`config.mk`:
```
export PLATFORM = sky130hd
export DESIGN_NAME = inst_fetch_ctrl
export DESIGN_NICKNAME = d
export VERILOG_FILES = /design/src/rtl/inst_fetch_ctrl.sv
export SDC_FILE = /design/constraint.sdc
export NUM_CORES = 1
export LEC_CHECK = 0
export BUFFER_PORTS_ARGS = -buffer_cell sky130_fd_sc_hd__buf_2
export CAP_MARGIN = 25
export CORE_ASPECT_RATIO = 0.5
export CORE_MARGIN = 2
export CORE_UTILIZATION = 40
export DETAILED_ROUTE_END_ITERATION = 8
export GPL_TIMING_DRIVEN = 0
export PLACE_DENSITY = 0.69
export SETUP_SLACK_MARGIN = 0.3
export SLEW_MARGIN = 15
export SYNTH_ARGS = -nofsm -noshare
export SYNTH_HDL_FRONTEND = slang
export SYNTH_SLANG_ARGS = --single-unit
```
`constraint.sdc`:
```
create_clock -name CLK -period 6.26 [get_ports CLK]
set_input_delay 0.626 -clock CLK [delete_from_list [all_inputs] [get_ports CLK]]
set_output_delay 0.626 -clock CLK [all_outputs]
set_load 0.01 [all_outputs]
```
`src/rtl/inst_fetch_ctrl.sv`:
```
// Two-state instruction fetch controller: FETCH issues an imem request, EXEC holds the instruction and selects the next PC.
// Define INST_FETCH_PERF_EN to add the fetch_cnt / redirect_cnt performance counters.
module inst_fetch_ctrl #(
  parameter int ADDR_W = 32,
  parameter int TA_W = 26,
  parameter int IMM_W = 16,
  parameter logic [ADDR_W-1:0] RESET_VEC = '0
) (
  input  logic              CLK,
  input  logic              RST,
  input  logic              stall,
  input  logic              jump,
  input  logic              jr,
  input  logic [ADDR_W-1:0] jr_addr,
  input  logic [TA_W-1:0]   TA,
  input  logic [IMM_W-1:0]  imm16,
  input  logic [1:0]        br_type,
  input  logic              Equal,
  output logic              imem_req,
  output logic [ADDR_W-1:0] imem_addr,
  input  logic              imem_ack,
  input  logic [31:0]       imem_rdata,
  output logic              inst_valid,
  output logic [31:0]       inst_out,
  output logic [ADDR_W-1:0] pc_out,
`ifdef INST_FETCH_PERF_EN
  output logic [31:0]       fetch_cnt,
  output logic [31:0]       redirect_cnt,
`endif
  output logic [ADDR_W-1:0] pc_plus4
);

  typedef enum logic {FETCH, EXEC} state_t;

  state_t            state;
  logic [ADDR_W-1:0] pc;
  logic [ADDR_W-1:0] next_pc;
  logic [ADDR_W-1:0] jump_tgt;
  logic [ADDR_W-1:0] imm_ext;
  logic [ADDR_W-1:0] br_off;
  logic              br_taken;
  logic              redirect;

  assign pc_plus4   = pc + ADDR_W'(4);
  assign pc_out     = pc;
  assign imem_addr  = pc;
  assign inst_valid = (state == EXEC);
  // The request is masked by RST so nothing is issued while reset is held.
  assign imem_req   = (state == FETCH) && !RST;

  generate
    if (ADDR_W > TA_W + 2) begin : g_jump_region
      assign jump_tgt = {pc_plus4[ADDR_W-1:TA_W+2], TA, 2'b00};
    end else begin : g_jump_full
      assign jump_tgt = {TA, 2'b00};
    end
  endgenerate

  assign imm_ext  = ADDR_W'($signed(imm16));
  assign br_off   = imm_ext << 2;
  assign br_taken = ((br_type == 2'b01) && Equal) || ((br_type == 2'b10) && !Equal);
  assign redirect = jr || jump || br_taken;

  always_comb begin
    next_pc = pc_plus4;
    if (jr)
      next_pc = jr_addr & ~ADDR_W'(3);
    else if (jump)
      next_pc = jump_tgt;
    else if (br_taken)
      next_pc = pc_plus4 + br_off;
  end

  always_ff @(posedge CLK or posedge RST) begin
    if (RST) begin
      state    <= FETCH;
      pc       <= RESET_VEC;
      inst_out <= '0;
    end else begin
      case (state)
        FETCH: begin
          if (imem_ack) begin
            inst_out <= imem_rdata;
            state    <= EXEC;
          end
        end
        EXEC: begin
          if (!stall) begin
            pc    <= next_pc;
            state <= FETCH;
          end
        end
        default: state <= FETCH;
      endcase
    end
  end

`ifdef INST_FETCH_PERF_EN
  always_ff @(posedge CLK or posedge RST) begin
    if (RST) begin
      fetch_cnt    <= '0;
      redirect_cnt <= '0;
    end else begin
      if (state == FETCH && imem_ack)
        fetch_cnt <= fetch_cnt + 32'd1;
      if (state == EXEC && !stall && redirect)
        redirect_cnt <= redirect_cnt + 32'd1;
    end
  end
`endif

endmodule
```
==> results.cfg <==
[clock_tree]
cts_resized = 0
cts_sinks = 63
cts_made_buffers = 9
htreeDepth = 3
clk_pin_slew_ns = 0.06
hold_buffers = 0
cts_tree = built
clock_latency_ns = 0.34
cts_setup_buffers = 0
cts_buffer_depth = 2
cts_root_buf = clkbuf_16

[placement]
pre_cts_ws_ns = 1.56
place_hpwl_mm = 15.9
place_area_mm2 = 0.00701
place.gp.congestion = 0.977
port_buffers = 236

[cells_and_area]
n_antenna_cell = 0
syn_to_final_growth_pct = 32.3
final_net_count = 1058
seq_area_mm2 = 0.00158
multi_input_comb_area_mm2 = 0.00356
drive_gt1_frac = 0.378
final_area_mm2 = 0.00734
fill_cells = 1306

[worst_setup_path]
path_cells = nand4_2 > nor4b_4 > nand2_1 > xnor2_1 > ha_1 > nand4_1 > nor4_2 > o2111ai_1 > a31oi_2 > o21ai_0 > a21oi_1 > xnor2_1 > or4_1 > nand3_1
worst_setup_path_end_kind = flop
crit_top_cell = xnor2_1
crit_slowest_cell = nor4b_4
worstSetupPathType = flop to flop
slowest_delay_ns = 0.58
crit_fanout = 8
cp-start-kind = flop
cp.arrival_ns = 5.27
required_ns = 6.53

[yosys]
avgSynthCellArea_um2 = 8.49
synth_xor_area_frac = 0.0821
synthArstFlopShare = 1.00
synth_top_area_share = 0.284
synth_ff_type = dfrtp_1
yosys-top-cells-count = dfrtp_1, nand2_1, a21oi_1
synthAdderAreaFrac = 0.0849
ys_seq_area_frac = 0.284
synth_cell_types = 66
synthMuxAreaShare = 0.0761
netlist_area_mm2 = 0.00554
synth_largest_area_cell = dfrtp_1
postSynthCellCount = 653
synth-simple-area-share = 0.189
synth_edf_count = 0
synth_compound_area_frac = 0.206
synth_area_leaders = dfrtp_1, ha_1, mux2_2
synth_top_family_by_area = compound AO/OA/AOI/OAI gates
ys_warn_count = 0
ys_ff_latch = 63

[worst_hold_path]
min_path_type = input port to async pin

[floorplan]
fp.dieW_um = 170
die_area_mm2 = 0.0149
row_count = 30
io_pins = 245
dieHeight_um = 87.2
design.core.area_mm2 = 0.0136
initial_core_util = 0.409

[power]
p_leak_nw = 3.63
peakVddDrop_mv = 0.162
finalPower_w = 0.00263
powerDensity_mw_per_mm2 = 358

[sta]
max_slew_margin = 0.485
final-setup-viol-count = 0
fin_crit_sh = 0.798
worstMarginPinSlew_ns = 0.772
drv_slew = 0
finalSetupTns_ns = 0
clock_skew_ns = 0.00460
layout_setup_ws_ns = 1.26
hold_viol = 0
fin_crit_ns = 5.00
fmax_mhz = 200
rsz0062_at_grt = no

[global_route]
grt_pass1_vias = 5495
antenna_found_initial = 0
grtUsageTotal = 0.264
overflow = 0
grt_pass1_wl_mm = 29.8
grt_max_degree = 39

[detailed_routing]
dr.pass1.iters = 6
avgRoutedWirePerCell_um = 18.3
vias = 6015
drc = 0
ant_nets = 0
drt_first_iter_violations = 527
routed_wirelength_mm = 20.2
vias_per_cell = 5.45

[flow_run]
maxCapViolCount = 0

[run_status]
status = finished, final reports clean
==> layout by cell type, fill, tap and decap left out, drive strengths merged, types with 12 or more instances in the layout <==
cell,Yosys,final
buf,37,274
and3,15,15
clkbuf,27,36
mux2,33,33
xnor2,27,27
ha,36,36
nand2,63,63
inv,12,15
o21ai,42,42
dfrtp,63,63
nand4,12,12
xor2,25,25
nor2,53,53
nand3,21,21
a21oi,60,60
==> layer usage <==
layer | track usage | share of wire | vias to the layer above
met4 | 0.0723 | 0.015 | 0
met5 | 0 | 0 | -
li1 | - | - | 2844
met2 | 0.437 | 0.48 | 286
met3 | 0.0486 | 0.084 | 32
met1 | 0.358 | 0.42 | 2853
==> worst max-delay path, delay by kind of cell, from the launching register on <==
family / cells / cell delay, ns
simple gates: 7 / 2.07
compound gates: 4 / 1.22
xor+xnor: 2 / 0.72
flops: 1 / 0.56
fa+ha+maj: 1 / 0.35
==> where the power goes <==
part | internal (W) | total [W] | switching [W] | leakage [nW]
Clock | 0.000354 | 0.000565 | 0.000211 | 0.161
Combinational | 0.000627 | 0.00140 | 0.000772 | 2.71
Sequential | 0.000511 | 0.000662 | 0.000152 | 0.750
==> state kept, by name, summed over array words and instances, names as in the netlist <==
signal / cells
inst_out: 32
imem_addr: 30
inst_valid: 1
==> final cells by class <==
cell class,count,share of cell area
plain buffers,64,0.0513
clock buffers,9,0.0307
clock inverters,7,0.0142
inverters,12,0.00648
multi-input cells,519,0.486
flip-flops and latches,63,0.215
well taps,192,0.0327
repair buffers,237,0.164
==> worst paths after layout <==
| path | startpoint | to | slack, ns | cells past startpoint |
|---|---|---|---|---|
| worst max-delay path | imem_addr[7]$_DFFE_PP0P_ | imem_addr[31]$_DFFE_PP0P_ | 1.26 | 14 |
| worst min-delay path | RST | inst_out[31]$_DFFE_PP0P_ | 0.29 | 2 |
| worst max register to register | imem_addr[7]$_DFFE_PP0P_ | imem_addr[31]$_DFFE_PP0P_ | 1.26 | 14 |
| worst min register to register | inst_out[19]$_DFFE_PP0P_ | inst_out[19]$_DFFE_PP0P_ | 0.50 | 1 |
| max in group asynchronous | RST | inst_out[18]$_DFFE_PP0P_ | 5.44 | 3 |
| min in group CLK | inst_out[19]$_DFFE_PP0P_ | inst_out[19]$_DFFE_PP0P_ | 0.50 | 1 |
==> stage by stage <==
step           hold slack [ns]  cells   util
2_1_floorplan            0.551    658      -
3_3_place_gp             0.485   1086  0.515
3_5_place_dp             0.493   1087  0.517
4_1_cts                  0.294   1103  0.541
5_1_grt                  0.313   1103  0.541
6_report                 0.287   1103  0.541
==> cell families after synthesis <==
family | count (synthesis)
flops | 63
compound gates | 180
xor+xnor | 52
buf+inv | 76
simple gates | 206
fa+ha+maj | 37
mux | 38
other cells | 1
Note: power is estimated with default switching activity, not from simulation.
